### config.mk
export PLATFORM = sky130hd
export DESIGN_NAME = pipeline_stall_sequencer
export DESIGN_NICKNAME = d
export VERILOG_FILES = /design/src/rtl/pipeline_stall_sequencer.sv
export SDC_FILE = /design/constraint.sdc
export NUM_CORES = 1
export LEC_CHECK = 0
export ABC_AREA = 1
export CORE_MARGIN = 2
export CORE_UTILIZATION = 45
export DETAILED_ROUTE_END_ITERATION = 10
export PLACE_DENSITY = 0.8
export SLEW_MARGIN = 20
export SYNTH_ARGS = -nofsm -noshare
export SYNTH_HDL_FRONTEND = slang
export SYNTH_SLANG_ARGS = --single-unit
export TNS_END_PERCENT = 10
### constraint.sdc
create_clock -name Clk -period 3.3 [get_ports Clk]
set_input_delay 0.495 -clock Clk [delete_from_list [all_inputs] [get_ports Clk]]
set_output_delay 0.495 -clock Clk [all_outputs]
set_load 0.05 [all_outputs]
### src/rtl/pipeline_stall_sequencer.sv
// pipeline_stall_sequencer: turns hazard stall/flush requests into multi-cycle PC/IF-ID/ID-EX control with perf counters
module pipeline_stall_sequencer #(
  parameter int BUBBLES_IDEX  = 2,
  parameter int BUBBLES_EXMEM = 1,
  parameter int BUBBLES_MEMWB = 1,
  parameter int CNT_W         = 2,
  parameter int PERF_W        = 32
) (
  input  logic              Clk,
  input  logic              Rst,
  input  logic              Hz_StallIDEX,
  input  logic              Hz_StallEXMEM,
  input  logic              Hz_StallMEMWB,
  input  logic              Hz_Flush,
  output logic              PCWrite,
  output logic              IFIDWrite,
  output logic              IDEX_Bubble,
  output logic              IFID_Flush,
  output logic              Stalling,
  output logic [PERF_W-1:0] StallCycles,
  output logic [15:0]       FlushCount
);
  typedef enum logic {RUN, STALL} state_t;
  state_t state;
  logic [CNT_W-1:0] cnt, n, n_a, n_b, n_c, n_ab;
  logic bubble;
  always_comb begin
    n_a = Hz_StallIDEX ? CNT_W'(BUBBLES_IDEX) : '0;
    n_b = Hz_StallEXMEM ? CNT_W'(BUBBLES_EXMEM) : '0;
    n_c = Hz_StallMEMWB ? CNT_W'(BUBBLES_MEMWB) : '0;
    n_ab = n_a > n_b ? n_a : n_b;
    n = n_ab > n_c ? n_ab : n_c;
    bubble = state == STALL || n != '0;
    PCWrite = ~bubble;
    IFIDWrite = ~bubble;
    IDEX_Bubble = bubble;
    IFID_Flush = ~bubble && Hz_Flush;
  end
  // Once latched, the remaining bubbles run down regardless of the hazard inputs
  always_ff @(posedge Clk) begin
    if (Rst) begin
      state <= RUN;
      cnt <= '0;
      Stalling <= 1'b0;
      StallCycles <= '0;
      FlushCount <= '0;
    end else begin
      if (state == RUN) begin
        if (n > CNT_W'(1)) begin
          state <= STALL;
          cnt <= n - CNT_W'(1);
          Stalling <= 1'b1;
        end
      end else begin
        cnt <= cnt - CNT_W'(1);
        if (cnt == CNT_W'(1)) begin
          state <= RUN;
          Stalling <= 1'b0;
        end
      end
      if (bubble && !(&StallCycles)) StallCycles <= StallCycles + PERF_W'(1);
      if (IFID_Flush && !(&FlushCount)) FlushCount <= FlushCount + 16'd1;
    end
  end
endmodule

# Yosys cells after proc, flatten, opt, wreduce, memory -nomap -nowiden
# Cells that the tools add are included.
dict set report totals {
  regBits 52
  in_bits 6
  out_inout_bits 53
  word_cells 39
}
dict set report classes {
  addsub 4
  magnitude_cmp 3
  n_eq_ne 2
  n_mux 13
  bitwise_logic 1
  reduce_logical 11
}
# cell n
set ops {}
lappend ops {{32-bit by 1-bit adder with 32-bit output (second input constant)} 1}
lappend ops {{32-bit AND reduction} 1}
lappend ops {{16-bit by 1-bit adder with 16-bit output (second input constant)} 1}
lappend ops {{16-bit AND reduction} 1}
lappend ops {{2-bit two-way mux} 5}
lappend ops {{1-bit two-way mux} 8}
lappend ops {{2-bit by 1-bit greater-than comparator with 1-bit output} 2}
lappend ops {{2-bit nonzero test} 2}
lappend ops {{2-bit by 1-bit subtractor with 2-bit output (second input constant)} 2}
lappend ops {{1-bit logical AND} 3}
lappend ops {{2-bit by 1-bit equality test with 1-bit output (second input constant)} 1}
lappend ops {{2-bit by 1-bit greater-than comparator with 1-bit output (second input constant)} 1}
lappend ops {{1-bit zero test} 2}
lappend ops {{2-bit by 1-bit inequality test with 1-bit output (second input constant)} 1}
lappend ops {{2-bit AND reduction} 1}
lappend ops {{1-bit logical OR} 1}
lappend ops {{1-bit NOT} 1}

# Depth between registers and ports, before layout
dict set report depth {
  ltp_word 10
  depth_mapped 14
  depth_no_buf 14
}

# Worst setup path before layout
# OpenSTA, ideal clock, no wires.
dict set report synth_path {
  kind {input to output}
  start {in Hz_StallIDEX}
  end {out PCWrite}
  arrival_ns 2.920
  t_required_ns 2.805
  setup_slack_ns -0.115
  stages 11
  path_buffers 2
  path_cell_list {inv_1 -> nand2_1 -> ha_1 -> nor2_1 -> a21oi_1 -> a21o_1 -> ha_1 -> nand2_1 -> buf_1 -> inv_1 -> buf_4}
}
dict set report synth_via {
  elab_chain_len 8
}
# item line
set synth_lines {}
lappend synth_lines {{start: declaration} 11} ;# input logic Hz_StallIDEX,
lappend synth_lines {{2-bit two-way mux *} 28} ;# n_a = Hz_StallIDEX ? CNT_W'(BUBBLES_IDEX) : '0;
lappend synth_lines {{2-bit by 1-bit greater-than comparator with 1-bit output} 31} ;# n_ab = n_a > n_b ? n_a : n_b;
lappend synth_lines {{2-bit two-way mux *} 31}
lappend synth_lines {{2-bit by 1-bit greater-than comparator with 1-bit output} 32} ;# n = n_ab > n_c ? n_ab : n_c;
lappend synth_lines {{2-bit two-way mux *} 32}
lappend synth_lines {{2-bit nonzero test *} 33} ;# bubble = state == STALL || n != '0;
lappend synth_lines {{1-bit logical OR *} 33}
lappend synth_lines {{net IDEX_Bubble} 17} ;# output logic IDEX_Bubble,
lappend synth_lines {{1-bit NOT *} --}
lappend synth_lines {{end: declaration} 15} ;# output logic PCWrite,
# Mark *: on every way through the listed nets, which the timed path passes. The rest lies on a longest branch.

# Worst setup path after layout
dict set report layout_path {
  start {in Hz_StallIDEX}
  end {out IFIDWrite}
}
dict set report layout_via {
  elab_chain_len 8
}
# item line
set layout_lines {}
lappend layout_lines {{2-bit two-way mux *} 28}
lappend layout_lines {{2-bit by 1-bit greater-than comparator with 1-bit output} 31}
lappend layout_lines {{2-bit two-way mux *} 31}
lappend layout_lines {{2-bit by 1-bit greater-than comparator with 1-bit output} 32}
lappend layout_lines {{2-bit two-way mux *} 32}
lappend layout_lines {{2-bit nonzero test *} 33}
lappend layout_lines {{1-bit logical OR *} 33}
lappend layout_lines {{1-bit NOT *} 35} ;# IFIDWrite = ~bubble;
lappend layout_lines {{end: declaration} 16} ;# output logic IFIDWrite,
# Every way passes the cells marked *; elsewhere a longest branch is shown, timed or not.

==> results.cfg <==
[sta]
layout_min_cycle_time_ps = 2950
fin_skew_ps = 9.66
post-route-period-util_pct = 89.5
max_freq_mhz = 339
tightest_slew_ps = 536
tns_ps = 0
drv_slew = 0
setup_violations = 0
rsz0062_at_grt = no
hold_violations = 0
slew_headroom_pct = 64.2

[die]
coreArea_sq_um = 7210
die_w_um = 90.1
rows = 31
dieHeight_um = 90.1
start_util_pct = 46.2
die-area_sq_um = 8110
io_pins = 59

[routing]
wl_per_cell_um = 12.1
dr_wl_met2_um = 4090
met1Wirelength_um = 3640
drt_wl_total_um = 8290
highest_layer = met4
drt_iter0_drc = 152
vias_per_cell = 5.01
drc = 0
vias = 3437
firstDrtPassIters = 4
ant_nets = 0
wl_met3_um = 381

[power]
intPower_mw = 0.917
p_per_area_nw_per_um2 = 308
comb_power_share_pct = 13.2
ir_drop_v = 0.000189
power_frac_seq_pct = 51.9
p_clk_share_pct = 34.9
switchingPower_mw = 0.340
cellLeakagePower_nw = 1.45
sw_frac_of_total_pct = 27.1

[final_layout]
design_area_sq_um = 4080
final_nets = 597
antenna_cells = 0
drive_gt1_share_pct = 9.37
syn_to_final_growth_pct = 22.6

[critical_path]
cp_slowest_cell = clkdlybuf4s50_1
path_cells = clkdlybuf4s50_1 -> inv_1 -> nand2_1 -> ha_1 -> nor2_1 -> a21oi_1 -> a21o_1 -> ha_1 -> nand2_1 -> buf_4 -> inv_1 -> buf_4
reg2reg_depth = 10
cpPeakStageDelay_ps = 440
cp_max_fo = 11
cp-end-kind = output pin
worstSetupStartpointType = input pin
arrival_ps = 2460
r2r_start = StallCycles[0]$_SDFFE_PP0P_
critPathKind = in2out
rrSetupSlack_ps = 1120
r2r_end = StallCycles[12]$_SDFFE_PP0P_
required_ps = 2800

[placed_design]
dpl.hpwl_um = 6230
io_buffers = 58
placed_cell_area_sq_um = 3980
gp_congestion = 0.890

[logic_synthesis]
synth.area.top_cells = dfxtp_1 31%, nand2_1 22%, nor2_1 9.4%
synthTopCellsByCount = 191 x nand2_1, 83 x nor2_1, 53 x inv_1
seq_area_frac_synth_pct = 31.2
netlist_instances = 530
yosysWarnings = 0
synth_ff_type = dfxtp_1
synth.top_cell.area_share_pct = 31.2
yosysMostFrequentCell = nand2_1
synth_edf_count = 0
async_flop_share_pct = 0
ys_ff_latch = 52
synth.avg_cell_area_sq_um = 6.29
syn-num-nets = 541
synth_area_sq_um = 3330
yosysTopAreaCell = dfxtp_1
yosysUniqueCellTypes = 28

[worst_hold_path]
hold_start = Stalling$_SDFFE_PP0P_
hold_path.class = reg2reg
whs_endpoint = Stalling$_SDFFE_PP0P_
whs_path_depth = 2

[clock_network]
h-tree-depth = 2
clkTransAtPathRegs_ps = 90
cts.sink_count = 52
ctsResizeCount = 0
post_cts.repair.setup_buffers = 0
hold_buffers = 0
cts_made_buffers = 5
cts_tree = yes
cts_root_buffer = clkbuf_8
clockBufferDepth = 2
clk_latency_ps = 300

[global_routing]
antenna_found_initial = 0
grt_pass1_vias = 3213
grt_use_total_pct = 20.6
grt_max_degree = 36
grt_overflow_total = 0
grt_pass1_wl_um = 14200

[flow_run]
cap_violations = 0

[outcome]
outcome = completed
## stage by stage
| step | hold slack, ps | util (%) | cells | worst slack, ps | power (mW) |
|---|---|---|---|---|---|
| floorplan | 510 | - | 530 | 360 | 0.792 |
| global placement | 436 | 55.1 | 678 | 382 | 0.830 |
| detailed placement | 444 | 55.1 | 678 | 340 | 0.834 |
| CTS | 457 | 56.6 | 686 | 348 | 1.27 |
| global route | 495 | 56.6 | 686 | 198 | 1.31 |
| finish | 452 | 56.6 | 686 | 347 | 1.26 |
## area by class of cell
type,instances,area (sq um)
clock buffers,6,72.6
clock inverters,2,35.0
fillers,734,3130
inverters,54,203
multi-input cells,410,1980
flip-flops and latches,52,1040
well taps,99,124
repair buffers,63,628
## how the worst max path moves through the flow
stage | startpoint | endpoint | depth (start not counted) | slack (ps)
after floorplan | Hz_StallIDEX | PCWrite | 11 | 360
final | Hz_StallIDEX | IFIDWrite | 12 | 350
after global placement | Hz_StallIDEX | FlushCount[3]$_SDFFE_PP0P_ | 16 | 380
after global routing | Hz_StallIDEX | IFIDWrite | 12 | 200
after detailed placement | Hz_StallIDEX | FlushCount[3]$_SDFFE_PP0P_ | 16 | 340
after CTS | Hz_StallIDEX | IFIDWrite | 12 | 350
## routing by layer
layer  global-route usage, %  vias to the layer above
met5                       0                        -
met4                    7.31                        0
met3                    3.27                       15
met2                    37.2                       87
met1                    24.6                     1573
li1                        -                     1762
## power by group through the flow
stage,combinational (mW),sequential (mW),clock [mW]
CTS,0.167,0.652,0.452
global placement,0.164,0.666,0
finish,0.166,0.652,0.438
detailed placement,0.167,0.666,0
global route,0.180,0.655,0.475
floorplan,0.102,0.689,0
## state kept, by name, indices dropped and copies added (netlist names)
name         cells
FlushCount      16
StallCycles     32
Stalling         1
cnt              2
state            1
## critical path: cells and delay by family
kind	cells	cell delay, ps
buffers and inverters	5	1010
adder cells (fa/ha/maj)	2	460
AND/OR/NAND/NOR	3	280
AO/OA/AOI/OAI	2	210
## logic make-up (layout without fill, tap and decap cells)
kind of cell               count (synthesis)  in the layout  share of synthesized area (%)
buffers and inverters                     68            125                           9.31
xor gates and xnor gates                  21             21                           5.52
adders and majority gates                  5              5                           1.88
AOI/OAI and AO/OA                         49             49                           9.84
DFF                                       52             52                           31.2
and+or+nand+nor                          335            335                           42.2
## cells in the final DEF, fill, tap and decap left out, types with 3 or more instances in the layout
master           count
a21oi_1             17
a21oi_2             20
and2_1               3
buf_4                7
clkbuf_8             5
clkdlybuf4s50_1     53
dfxtp_1             52
ha_1                 5
inv_1               53
nand2_1            191
nand2_2              9
nand2_4              3
nand3_1             22
nand4_1             10
nor2_1              83
nor2_4               4
nor3_1               9
o21ai_0              9
xnor2_1              8
xor2_1              13
No activity file was read; power rests on OpenSTA's default activity.
